`src/rtl/rc4_ksa_fsm.sv`:
```
// RC4 key-scheduling engine driving a single-port synchronous S-box RAM.
// Optionally fills S[k]=k, then runs the KSA swap loop with a KEY_BYTES-byte key.
module rc4_ksa_fsm #(
  parameter int KEY_BYTES = 3,
  parameter int SBOX_AW   = 8,
  parameter int DO_INIT   = 1
) (
  input  logic                   clock,
  input  logic                   reset_n,
  input  logic                   start,
  input  logic [8*KEY_BYTES-1:0] secret_key,
  input  logic [SBOX_AW-1:0]     q,
  output logic [SBOX_AW-1:0]     address,
  output logic [SBOX_AW-1:0]     data,
  output logic                   wren,
  output logic                   busy,
  output logic                   finish,
  output logic [3:0]             dbg_state
);

  // Handshake: start is sampled only in IDLE/DONE; busy is high from the accept
  // edge until DONE; finish is high in DONE and drops on the next accept edge.
  typedef enum logic [3:0] {
    IDLE, FILL, RD_I, CAP_I, RD_J, CAP_J, WR_I, WR_J, DONE
  } state_t;

  localparam int                KI_W    = (KEY_BYTES > 1) ? $clog2(KEY_BYTES) : 1;
  localparam logic [SBOX_AW-1:0] LAST   = '1;
  localparam logic [SBOX_AW-1:0] ONE    = SBOX_AW'(1);
  localparam logic [KI_W-1:0]    KI_LAST = KI_W'(KEY_BYTES - 1);
  localparam logic [KI_W-1:0]    KI_ONE  = KI_W'(1);

  state_t                 state;
  logic [8*KEY_BYTES-1:0] key;
  logic [SBOX_AW-1:0]     i, j, si, sj;
  logic [KI_W-1:0]        kidx;
  logic [7:0]             key_arr [KEY_BYTES];
  logic [7:0]             key_byte;
  logic [SBOX_AW-1:0]     key_ext;
  logic [SBOX_AW-1:0]     j_next;

  // Byte 0 of the key is the most significant byte of secret_key.
  for (genvar k = 0; k < KEY_BYTES; k++) begin : g_key
    assign key_arr[k] = key[8*(KEY_BYTES-1-k) +: 8];
  end

  always_comb begin
    key_byte = key_arr[kidx];
    key_ext  = SBOX_AW'(key_byte);
    j_next   = j + q + key_ext;
  end

  assign dbg_state = state;

  always_ff @(posedge clock or negedge reset_n) begin
    if (!reset_n) begin
      state   <= IDLE;
      key     <= '0;
      i       <= '0;
      j       <= '0;
      si      <= '0;
      sj      <= '0;
      kidx    <= '0;
      address <= '0;
      data    <= '0;
      wren    <= 1'b0;
      busy    <= 1'b0;
      finish  <= 1'b0;
    end else begin
      case (state)
        IDLE, DONE: begin
          if (start) begin
            key     <= secret_key;
            i       <= '0;
            j       <= '0;
            kidx    <= '0;
            busy    <= 1'b1;
            finish  <= 1'b0;
            address <= '0;
            data    <= '0;
            if (DO_INIT != 0) begin
              state <= FILL;
              wren  <= 1'b1;
            end else begin
              state <= RD_I;
              wren  <= 1'b0;
            end
          end
        end
        FILL: begin
          if (i == LAST) begin
            i       <= '0;
            address <= '0;
            wren    <= 1'b0;
            state   <= RD_I;
          end else begin
            i       <= i + ONE;
            address <= i + ONE;
            data    <= i + ONE;
          end
        end
        RD_I: state <= CAP_I;
        CAP_I: begin
          // The new j is also the read address for S[j] in the next cycle.
          si      <= q;
          j       <= j_next;
          address <= j_next;
          kidx    <= (kidx == KI_LAST) ? '0 : kidx + KI_ONE;
          state   <= RD_J;
        end
        RD_J: state <= CAP_J;
        CAP_J: begin
          sj      <= q;
          address <= i;
          data    <= q;
          wren    <= 1'b1;
          state   <= WR_I;
        end
        WR_I: begin
          address <= j;
          data    <= si;
          state   <= WR_J;
        end
        WR_J: begin
          wren <= 1'b0;
          if (i == LAST) begin
            busy   <= 1'b0;
            finish <= 1'b1;
            state  <= DONE;
          end else begin
            i       <= i + ONE;
            address <= i + ONE;
            state   <= RD_I;
          end
        end
        default: state <= IDLE;
      endcase
    end
  end

  a_wren_states: assert property (@(posedge clock) disable iff (!reset_n)
    wren |-> (state == FILL || state == WR_I || state == WR_J));
  a_busy_finish: assert property (@(posedge clock) disable iff (!reset_n)
    !(busy && finish));

endmodule

```
`config.mk`:
```
export PLATFORM = sky130hd
export DESIGN_NAME = rc4_ksa_fsm
export DESIGN_NICKNAME = d
export VERILOG_FILES = /design/src/rtl/rc4_ksa_fsm.sv
export SDC_FILE = /design/constraint.sdc
export NUM_CORES = 1
export LEC_CHECK = 0
export CAP_MARGIN = 0
export CORE_MARGIN = 1.5
export CORE_UTILIZATION = 24
export DETAILED_ROUTE_END_ITERATION = 6
export PLACE_DENSITY = 0.49
export SLEW_MARGIN = 15
export SYNTH_ARGS = -nofsm -noshare
export SYNTH_HDL_FRONTEND = slang
export SYNTH_SLANG_ARGS = --single-unit
```
`constraint.sdc`:
```
create_clock -name clock -period 8.4 [get_ports clock]
set_input_delay 1.68 -clock clock [delete_from_list [all_inputs] [get_ports clock]]
set_output_delay 1.68 -clock clock [all_outputs]
set_load 0.02 [all_outputs]
```
==> metrics.txt, run 1 <==
core area=0.0159 mm2; Req. time, crit path=between 8000 and 9000 ps; FF-to-FF End=address[7]$_DFFE_PN0P_; GPL Wtd Cong=around 0.84; CTS Hold Bufs=0; Max Fclk=about 240 MHz; synth top area cells=dfrtp_1 47%, mux2_2 7.5%, nand2_1 5.7%; Worst Hold Path EP=data[6]$_DFFE_PN0P_; pre-CTS setup slack=between 3000 and 4000 ps; FILL cells=1697; post-route insts no fill=between 600 and 700; DP HPWL=7570 um; ys async rst share=100%; Max-cap violations=0; number of distinct library cells after synthesis=54; WHS=~470 ps; Final Setup Violations=0; Clk Latency, worst-skew pair=~340 ps; Worst setup SP type=primary input; Rel. slew slack=31.1%; Mapped Cells=~380; num ports=58; met2 usage=19.6%; placed instance count=about 630; Clock Path Buffers=2; fin. max-slew vios=0; top post-synthesis cells by count=73 x dfrtp_1, 59 x nand2_1, 26 x mux2_2, 26 x o21ai_0, 24 x nor2_1; drt total wl=roughly 11000 um; WS Path Type=primary input to flop; CP endpoint kind=flop; share of layout cells above drive strength 1=about 13%; R2R Setup Slk=between 4000 and 5000 ps; Synth-to-Final Area Change=26.6%; Hold Crit Depth=2; Final ANT Viol Nets=0; cell area after synthesis=approximately 0.004 mm2; Setup Buffers After CTS=0; VDD IR max=~0.092 mV; root buffer cell=clkbuf_16; Tot Pwr=between 700 and 800 uW; Post-Route Setup TNS=0 ps; Period Utilization, post-route=between 40% and 50%; H-tree depth=3; HP Start=data[6]$_DFFE_PN0P_; via/cell ratio=between 4 and 5; Vias=3045; die area=0.0170 mm2; Port-buffer cells=57; post-CTS sizing=0; Most Crowded Layer GR=met2; Post-Place Cell Area=approximately 0.0047 mm2; Yosys top cell area share=a little under half; final-stage net count=~480; initial antenna violation count=0; CP Max Fanout=3; WL/cell=16.2 um; final design utilization=between 30% and 40%; number of synthesized flops with an enable pin=0; RSZ-0062 raised after global routing=false; cell accounting for the most synthesized area=dfrtp_1; drt first pass iters=5; register area=roughly 0.0018 mm2; vias in the first global route=~3000; ANT cells=0; num rows=between 40 and 50; Least-Margin Pin Slew=1030 ps; global-route usage over all layers=approximately an eighth; skew final=between 8 and 9 ps; cts bufs inserted=9; grt ovf=0; register area share after synthesis=a little under half; GR Util met3=under 10%; area taken by multi-input logic gates=about 0.0019 mm2; min-delay worst type=flop to flop; pin count of the biggest net entering global routing=74; P_leak=2.07 nW; met1 usage in global routing=a little under a fifth; pwr dens=approximately 160 mW/mm2; Die W=around 130 um; Mean Syn Cell Area=about 10 um2; Initial Util=~25%; Reg-to-Reg Start=kidx[1]$_DFFE_PN0P_; clock sinks=73; DRC=0; Reg2Reg Depth=13; first-pass GRT wire length=16800 um; Final Critical Period=~4000 ps; synth warn=0; CTS tree=yes; outcome=completed; Mapped Nets=between 400 and 500; most common cell in the netlist=dfrtp_1; die height=131 um; worst endpoint data arrival time=around 4300 ps; Detailed Route Iter0 Violations=about 230; ys flop type=dfrtp_1; Final Worst Setup Slack=4280 ps; Fin. Hold Viols=0; Final Cell Area=0.00494 mm2; number of synthesized register bits=73; clock-pin slew on the worst setup and hold paths=about 60 ps
==> placed cells by master (no fill, tap or decap), types with 7 or more instances in the layout <==
cell type and n:
o21ai_0 26, ha_1 7, nand2_1 59, xnor2_1 8, mux2_2 26, nor2_1 24, clkdlybuf4s50_1 56, dfrtp_1 73
clkbuf_16 9, nand3_1 8, inv_1 10, mux2i_1 8, a21oi_1 15, fa_1 8
==> power breakdown <==
| part | internal [mW] | total [mW] | switching, mW |
|---|---|---|---|
| logic | 0.0345 | 0.0661 | 0.0315 |
| clock network | 0.201 | 0.359 | 0.158 |
| registers | 0.359 | 0.363 | 0.00422 |
==> routing by layer <==
metal  wire, um  vias up
li1           -     1445
met1       5070     1488
met2       4660      105
met3        702        7
met4         75        0
met5          0        -
==> state kept, by name (all words and copies together) (netlist names) <==
signal and count:
data 8, kidx 2, wren 1, address 8, key 24, j 8
si 8, dbg_state 4, busy 1, i 8, finish 1
==> worst max-delay path by stage <==
| stage | from | to | slack, ps | cells after the start |
|---|---|---|---|---|
| 2_1_floorplan | q[1] | address[7]$_DFFE_PN0P_ | 4670 | 12 |
| 3_3_place_gp | q[1] | address[7]$_DFFE_PN0P_ | 3980 | 13 |
| 3_5_place_dp | q[1] | address[7]$_DFFE_PN0P_ | 3930 | 13 |
| 5_1_grt | q[1] | address[7]$_DFFE_PN0P_ | 4030 | 13 |
| 6_report | q[1] | address[7]$_DFFE_PN0P_ | 4280 | 13 |
| 4_1_cts | q[1] | address[7]$_DFFE_PN0P_ | 4290 | 13 |
==> area by class of cell <==
type	count	share of cell area, %
timing repair buffer	60	11.9
tap	216	5.47
clock inverter	7	1.06
inverter	10	0.759
multi-input combinational	273	39.3
clock buffer	9	4.56
sequential	73	37.0
==> critical path, stage by stage <==
cell and delay (ps):
clkdlybuf4s50_1 500, inv_1 80, fa_1 470, inv_1 70, ha_1 170, inv_1 60, fa_1 370, nor2b_1 220
o2111ai_1 130, nand3_1 120, xnor2_1 120, nor2_1 70, a221o_1 280
==> kinds of logic after synthesis <==
kind of cell | count (synthesis) | synth area share [%]
fa+ha+maj | 15 | 6.35
compound gates | 92 | 16.4
flops | 73 | 46.8
xor+xnor | 14 | 3.14
buf+inv | 30 | 3.62
simple gates | 118 | 14.2
mux | 34 | 9.55
(Power assumes the default switching activity.)
==> run 2, diff against run 1 <==
PLACE_DENSITY = 0.5   (was 0.49)
clock period = 3.6 ns   (was 8.4 ns; I/O delays follow)
==> metrics.txt, run 2 (synthesis gave the netlist of run 1 again) <==
core area=0.0159 mm2 (unchanged); Reg with most FFs=key; Setup Buffers After CTS=0 (unchanged); cts bufs inserted=9 (unchanged); Final Setup Violations=0 (unchanged); pre-CTS setup slack=96.6 ps (-3830 ps); min-delay worst type=flop to flop; Reg2Reg Depth=14 (+1); Largest stage delay, worst path=480 ps (-20 ps); FILL cells=1667 (-1.8%); GPL Wtd Cong=0.843 (+0.55%); die height=131 um (unchanged); CTS Hold Bufs=0 (unchanged); Worst setup SP type=flop; H-tree depth=3 (unchanged); grt ovf=0 (unchanged); Clock Path Buffers=2 (unchanged); clock-pin slew on the worst setup and hold paths=60 ps (about the same); CP Max Fanout=5 (+2); Req. time, crit path=3810 ps (-4810 ps); CP startpoint=kidx[1]$_DFFE_PN0P_; via/cell ratio=4.67 (-0.61%); Clk Latency, worst-skew pair=330 ps (about the same); ANT cells=0 (unchanged); Max Fclk=just over 300 MHz; Worst Setup EP=address[7]$_DFFE_PN0P_; WL/cell=16.3 um (+0.34%); Final ANT Viol Nets=0 (unchanged); CTS tree=yes; Initial Util=24.6% (unchanged); initial antenna violation count=0 (unchanged); drt total wl=10600 um (+0.96%); FF-to-FF End=address[7]$_DFFE_PN0P_; drt first pass iters=4 (-1); P_leak=2.12 nW (+2.8%); Die W=131 um (unchanged); num ports=58 (unchanged); final-stage net count=481 (+0.84%); Max-cap violations=0 (unchanged); worst endpoint data arrival time=3470 ps (-870 ps); root buffer cell=clkbuf_16; Critical Path, Cell by Cell=mux2i_1 > nor2_1 > a21oi_1 > fa_1 > inv_1 > ha_1 > inv_1 > fa_1 > nor2b_1 > o2111ai_1 > nand3_1 > xnor2_1 > nor2_1 > a221o_1; global-route usage over all layers=13.4% (+0.22 points); Detailed Route Iter0 Violations=179 (-21%); Port-buffer cells=57 (unchanged); WS Path Type=flop to flop; Vias=3045 (unchanged); DRC=0 (unchanged); num rows=46 (unchanged); pwr dens=404 mW/mm2 (+150%); Final Worst Setup Slack=341 ps (-3940 ps); worst-path cell with the longest stage delay=fa_1; first-pass GRT wire length=17100 um (+1.8%); final design utilization=31.7% (+0.61 points); die area=0.0170 mm2 (unchanged); vias in the first global route=3014 (-1.1%); RSZ-0062 raised after global routing=false; skew final=5.87 ps (-2.30 ps); Tot Pwr=2.03 mW (+160%); Reg-to-Reg Start=kidx[1]$_DFFE_PN0P_; CP endpoint kind=flop; clock sinks=73 (unchanged); R2R Setup Slk=340 ps (-4480 ps); DP HPWL=7660 um (+1.1%); outcome=completed; Fin. Hold Viols=0 (unchanged); post-CTS sizing=0 (unchanged); Period Utilization, post-route=90.5%; Post-Route Setup TNS=0 ps (unchanged); Final Critical Period=roughly 3300 ps; VDD IR max=0.285 mV (+210%); Least-Margin Pin Slew=960 ps (-73.5 ps); pin count of the biggest net entering global routing=74 (unchanged); register area=0.00183 mm2 (unchanged); Synth-to-Final Area Change=29.1%; share of layout cells above drive strength 1=13.8% (+0.80 points); area taken by multi-input logic gates=0.00194 mm2 (unchanged); max reg flops=24 (unchanged); fin. max-slew vios=0 (unchanged); Rel. slew slack=36.0% (+4.9 points); commonest non-fill, non-tap cell in the layout=dfrtp_1; commonest cells after routing, fill and taps aside=73 x dfrtp_1, 59 x nand2_1, 56 x clkdlybuf4s50_1, 26 x o21ai_0, 26 x mux2_2
[run 2: changes by cell type in the layout (fill, tap and decap cells not counted)]
cell / previous run / this run
buf_4: 4 / 8
bufinv_16: 0 / 3
clkinv_4: 0 / 1
clkinvlp_4: 4 / 2
inv_6: 2 / 0
[run 2: where the power goes]
part	switching [mW]	total (mW)	internal [mW]
clock	0.353	1.03	0.677
sequential	0.0101	0.847	0.837
combinational	0.0752	0.157	0.0816
total	0.438	2.03	1.60
[run 2: stage by stage]
stage                     instances  instance area [um2]  hold WS (ps)
after floorplan                 376                 3900           424
after global placement          636                 4700           452
after detailed placement        636                 4700           455
after CTS                       652                 5040           468
after global routing            652                 5040           504
final                           652                 5040           462
[run 2: worst min-delay path by stage]
| stage | from | to | depth (start not counted) |
|---|---|---|---|
| after CTS | data[4]$_DFFE_PN0P_ | data[4]$_DFFE_PN0P_ | 2 |
| after detailed placement | data[4]$_DFFE_PN0P_ | data[4]$_DFFE_PN0P_ | 2 |
| after global routing | data[7]$_DFFE_PN0P_ | data[7]$_DFFE_PN0P_ | 2 |
| after global placement | data[4]$_DFFE_PN0P_ | data[4]$_DFFE_PN0P_ | 2 |
| after floorplan | reset_n | address[0]$_DFFE_PN0P_ | 0 |
| final | data[4]$_DFFE_PN0P_ | data[4]$_DFFE_PN0P_ | 2 |
[run 2: layout make-up]
class	instances	share of cell area (%)
repair buffers	64	12.3
flip-flops and latches	73	36.2
multi-input cells	273	38.5
inverters	10	0.745
clock buffers	9	4.47
well taps	216	5.36
clock inverters	7	2.36
[run 2: per-layer routing]
| metal | vias to the layer above | GRT usage (%) | wire, um |
|---|---|---|---|
| li1 | 1459 | - | - |
| met1 | 1490 | 19.0 | 5210 |
| met2 | 90 | 19.7 | 4800 |
| met3 | 6 | 4.07 | 545 |
| met4 | 0 | 3.75 | 62 |
| met5 | - | 0 | 0 |
[run 2: critical path, delay by kind of cell (launching register included)]
kind,cells,cell delay [ps]
mux,1,230
compound gates,3,720
fa+ha+maj,3,1020
xor+xnor,1,120
flops,1,460
simple gates,4,470
buf+inv,2,120
==> run 3, diff against run 2 <==
CORE_UTILIZATION = 49   (was 24)
PLACE_DENSITY = 0.83   (was 0.5)
==> metrics.txt, run 3 (synthesis gave the netlist of run 1 again) <==
outcome=completed; first-pass GRT wire length=15900 um (-7.1%); RSZ-0062 raised after global routing=false; root buffer cell=clkbuf_8; Detailed Route Iter0 Violations=291 (+63%); Max Fclk=298 MHz (-2.8%); Req. time, crit path=3840 ps (+30 ps); cts bufs inserted=9 (unchanged); Least-Margin Pin Slew=985 ps (+25.3 ps); Final Cell Area=0.00483 mm2 (-4.2%); via/cell ratio=5.83 (+25%); core area=0.00773 mm2 (-51%); num ports=58 (unchanged); Period Utilization, post-route=93.1% (+2.6 points); FILL cells=608 (-64%); clock-pin slew on the worst setup and hold paths=80 ps (+20 ps); DRC=0 (unchanged); pin count of the biggest net entering global routing=49 (-34%); post-route insts no fill=539 (-17%); CP Max Fanout=7 (+2); WL/cell=18.0 um (+11%); Worst setup SP type=flop; die area=0.00851 mm2 (-50%); share of layout cells above drive strength 1=14.0% (+0.20 points); Reg-to-Reg Start=kidx[1]$_DFFE_PN0P_; Port-buffer cells=57 (unchanged); initial antenna violation count=0 (unchanged); Final Critical Period=3350 ps (+93.9 ps); VDD IR max=0.284 mV (-0.35%); num rows=32 (-30%); skew final=9.10 ps (+3.24 ps); fin. max-slew vios=0 (unchanged); Final ANT Viol Nets=0 (unchanged); Die W=92.3 um (-29%); CTS Hold Bufs=0 (unchanged); Clk Latency, worst-skew pair=360 ps (+30 ps); Final Setup Violations=0 (unchanged); final-stage net count=482 (+0.21%); P_leak=2.10 nW (-1.1%); ANT cells=0 (unchanged); register area=0.00183 mm2 (unchanged); Vias=3140 (+3.1%); Post-Route Setup TNS=0 ps (unchanged); commonest non-fill, non-tap cell in the layout=dfrtp_1; min-delay worst type=primary input to async pin; pwr dens=385 mW/mm2 (-4.7%); Clock Path Buffers=2 (unchanged); Synth-to-Final Area Change=23.7%; grt ovf=0 (unchanged); Setup Buffers After CTS=0 (unchanged); Post-Place Cell Area=0.00456 mm2 (-2.9%); post-CTS sizing=0 (unchanged); max reg flops=24 (unchanged); placed instance count=523 (-18%); WS Path Type=flop to flop; vias in the first global route=3145 (+4.3%); Fin. Hold Viols=0 (unchanged); die height=92.3 um (-29%); Reg with most FFs=key; CP endpoint kind=flop; GPL Wtd Cong=0.924 (+9.6%); Max-cap violations=0 (unchanged); CTS tree=yes; DP HPWL=7000 um (-8.6%); global-route usage over all layers=24.7% (+11 points); Initial Util=50.5% (+26 points); clock sinks=73 (unchanged); drt total wl=9720 um (-8.5%); CP startpoint=kidx[1]$_DFFE_PN0P_; worst endpoint data arrival time=3600 ps (+130 ps); commonest cells after routing, fill and taps aside=73 x dfrtp_1, 59 x nand2_1, 56 x clkdlybuf4s50_1, 26 x mux2_2, 25 x o21ai_0; area taken by multi-input logic gates=0.00194 mm2 (unchanged); WHS=362 ps (-99.7 ps); H-tree depth=3 (unchanged); Rel. slew slack=34.3% (-1.7 points); drt first pass iters=4 (unchanged)
==> run 3: cell types whose count changed in the layout (fill, tap and decap cells not counted), sizes merged <==
cell      previous run  this run
clkinvlp             2         0
bufinv               3         4
buf                  8         9
clkinv               2         3
==> run 3: worst paths after layout <==
| kind | to | slack [ps] | cells past startpoint |
|---|---|---|---|
| min in group clock | data[4]$_DFFE_PN0P_ | 470 | 2 |
| max | address[7]$_DFFE_PN0P_ | 250 | 14 |
| max in group asynchronous | si[0]$_DFFE_PN0P_ | 2590 | 2 |
| max reg2reg | address[7]$_DFFE_PN0P_ | 250 | 14 |
| min | key[22]$_DFFE_PN0P_ | 360 | 1 |
| min reg2reg | data[4]$_DFFE_PN0P_ | 470 | 2 |
==> run 3: metrics by stage <==
stage / worst slack, ps / utilization (%) / total power [mW]
2_1_floorplan: 694 / - / 0.937
3_3_place_gp: 180 / 59.0 / 1.01
3_5_place_dp: 80.3 / 59.0 / 1.02
4_1_cts: 276 / 62.4 / 1.87
5_1_grt: 18.8 / 62.5 / 1.93
6_report: 248 / 62.5 / 1.86
==> run 3: routing by layer <==
metal | wire length, um | global-route usage [%]
met5 | 0 | 0
met3 | 546 | 5.97
met1 | 4190 | 32.5
met4 | 197 | 9.10
met2 | 4780 | 39.6
==> run 3: report_power, final <==
group	leakage (nW)	switching (mW)	internal (mW)
clock	0.133	0.322	0.531
combinational	1.09	0.0746	0.0826
sequential	0.878	0.0103	0.836
total	2.10	0.407	1.45
==> run 3: layout make-up <==
type / instances / area share (%)
multi-input cells: 273 / 40.2
inverters: 10 / 0.778
flip-flops and latches: 73 / 37.8
repair buffers: 65 / 13.0
clock buffers: 9 / 2.57
well taps: 102 / 2.64
clock inverters: 7 / 2.95
==> run 3: critical path: stages, from the launching register on <==
cell,delay [ps]
dfrtp_1,560
mux2i_1,230
nor2_1,60
a21oi_1,270
fa_1,460
inv_1,70
ha_1,170
inv_1,60
fa_1,380
nor2b_1,250
o2111ai_1,140
nand3_1,120
xnor2_1,120
nor2_1,70
a221o_1,280
==> edit: new RTL, flow settings as in run 2 <==
The parameter `DO_INIT` goes from 1 to 0.
--- a/src/rtl/rc4_ksa_fsm.sv
+++ b/src/rtl/rc4_ksa_fsm.sv
@@ -3,7 +3,7 @@
 module rc4_ksa_fsm #(
   parameter int KEY_BYTES = 3,
   parameter int SBOX_AW   = 8,
-  parameter int DO_INIT   = 1
+  parameter int DO_INIT   = 0
 ) (
   input  logic                   clock,
   input  logic                   reset_n,
Behaviour: not the same (a bounded check fails within 4 cycles, from zero or initial values and one cycle with reset_n low).
==> edit against run 2 <==
- sequential cell count is the same
- via count rose by 5.8%
- clock skew increased by 0.0044 ns
- routed wire length grew 2.5%
- synthesized area rose by 1.3%
- global-route usage decreased by 0.14 points
- final area barely moved
- setup slack improved by 0.12 ns
- critical path type unchanged
- highest routed layer unchanged
Power is not compared: it rests on default switching activity, and its combinational part moved more than twofold at a synthesized area within 25%.
==> edit: results (changes against run 2) <==
- Status: completed
- Detail Placement HPWL: 7663 µm (about the same)
- Syn Nets: 480 (+13%)
- Unique masters post-synth: 53 (-1.9%)
- Layout fillers: 1685 (+1.1%)
- Inserted Clock Buffers: 9 (unchanged)
- Main synth FF type: dfrtp_1
- Vias: 3222 (+5.8%)
- Layout Nets: 528 (+9.8%)
- Max reg flops: 24 (unchanged)
- Final Wtd Congestion: 0.7940 (-5.9%)
- H-tree Lvls: 3 (unchanged)
- Largest net degree at the start of global routing: 74 (unchanged)
- Synth Warn #: 0 (unchanged)
- Routed length per instance: 15.57 µm (-4.4%)
- PostCTS Resize Cnt: 0 (unchanged)
- Leakage: 2.206 nW
- Worst Skew: 0.01030 ns (+0.004426 ns)
- Inserted Diodes: 0 (unchanged)
- Initial antenna violation count: 0 (unchanged)
- Reg with most FFs: key
- Post-DP Area: 4718 µm² (+0.48%)
- Clock latency on the worst-skew pair: 0.34 ns
- Largest stage delay, worst path: 0.57 ns (+0.09 ns)
- Vias in the first global route: 3254 (+8.0%)
- Arrival time worst endpoint: 3.33 ns (-0.14 ns)
- Drt pass-1 iters: 5 (+1)
- Top cells by area, synth: dfrtp_1 46%, nand2_1 12%, fa_1 4.0%
- Layout cells sized above 1: 6.418% (-7.3 points)
- Setup bufs post-CTS: 0 (unchanged)
- Worst Hold Class: reg -> reg
- Worst-path maximum fanout: 8 (+3)
- Max transition margin: 36.41% (+0.41 points)
- Clock Tree Root: clkbuf_16
- Sequential share of the synthesized area: 46.17% (-0.62 points)
- Initial DRC count: 264 (+47%)
- Slowest-stage cell, CP: dfrtp_1
- Worst-path clk slew: 0.06 ns (about the same)
- Most frequent cells after synthesis: 127 x nand2_1, 73 x dfrtp_1, 24 x o21ai_0
- GRT Total Usage: 13.27% (-0.14 points)
- Max clock buf depth: 2 (unchanged)
- Post-synth ARST share: 100.0% (unchanged)
- Peak VDD IR: 257.1 µV
- First-pass GRT wire length: 17890 µm (+4.4%)
- I/O Buffers: 57 (unchanged)
edit: cell count changes in the layout (fill, tap and decap cells not counted), moves of 3 or more:
| cell | delta |
|---|---|
| a221o_1 | -5 |
| mux2_2 | -26 |
| mux2i_1 | +5 |
| a222oi_1 | +3 |
| a21oi_1 | -6 |
| nand2_1 | +68 |
| nor2_1 | -7 |
| inv_1 | +5 |
| xnor2_1 | +4 |
| a211oi_1 | +3 |
| nor3_1 | +5 |
| xor2_1 | -4 |
| a21o_1 | +3 |
edit: metrics by stage:
stage,utilization [%],cells,setup slack [ns]
2_1_floorplan,-,430,0.8399
3_3_place_gp,29.49,683,0.2871
3_5_place_dp,29.49,683,0.2798
4_1_cts,31.46,699,0.4652
5_1_grt,31.47,699,0.2393
6_report,31.47,699,0.4649
edit: path summary, 6_finish.rpt:
path / startpoint / to / slack (ns) / cells past startpoint
setup / recovery: kidx[1] / address[7] / 0.46 / 13
hold / removal: key[21] / key[21] / 0.47 / 2
setup reg to reg: kidx[1] / address[7] / 0.46 / 13
hold reg to reg: key[21] / key[21] / 0.47 / 2
max in group asynchronous: reset_n / key[1] / 2.45 / 1
min in group asynchronous: reset_n / wren / 0.51 / 1
edit: final cells by class:
class                      instances  area, µm²  area share [%]
clock buffer                      11      252.7           5.020
clock inverter                     5      62.56           1.243
inverter                          15      56.30           1.118
multi-input combinational        316       1953           38.79
sequential                        73       1827           36.28
tap                              216      270.3           5.368
timing repair buffer              63      613.1           12.18
edit: worst max-delay path: cells and delay by family, from the launching register on:
kind                     cells  cell delay [ns]
adder cells (fa/ha/maj)      3             1.01
XOR/XNOR                     1             0.19
AND/OR/NAND/NOR              2             0.22
AO/OA/AOI/OAI                4             0.64
flip-flops                   1             0.57
buffers and inverters        2             0.13
multiplexers                 1             0.24
edit: routing by layer:
metal / global-route usage, % / part of all wire, %
met1: 17.83 / 46
met2: 20.69 / 46
met3: 3.395 / 6.4
met4: 4.630 / 1.6
met5: 0 / 0
edit: power breakdown:
| group | switching [W] | internal [W] | total (W) | leakage, nW |
|---|---|---|---|---|
| registers | 0.0000687 | 0.000915 | 0.000984 | 0.899 |
| logic | 0.000383 | 0.000390 | 0.000773 | 1.16 |
| clock network | 0.000363 | 0.000578 | 0.000941 | 0.148 |
| total | 0.000815 | 0.00188 | 0.00270 | 2.21 |
edit: kinds of logic (layout without fill, tap and decap cells):
group                    count (synthesis)  in the layout  synth area share [%]
XOR/XNOR                                14             14                 3.099
flip-flops                              73             73                 46.17
AO/OA/AOI/OAI                           90             90                 16.22
AND/OR/NAND/NOR                        183            183                 19.96
buffers and inverters                   41             94                 4.617
multiplexers                            14             14                 3.668
adder cells (fa/ha/maj)                 15             15                 6.262
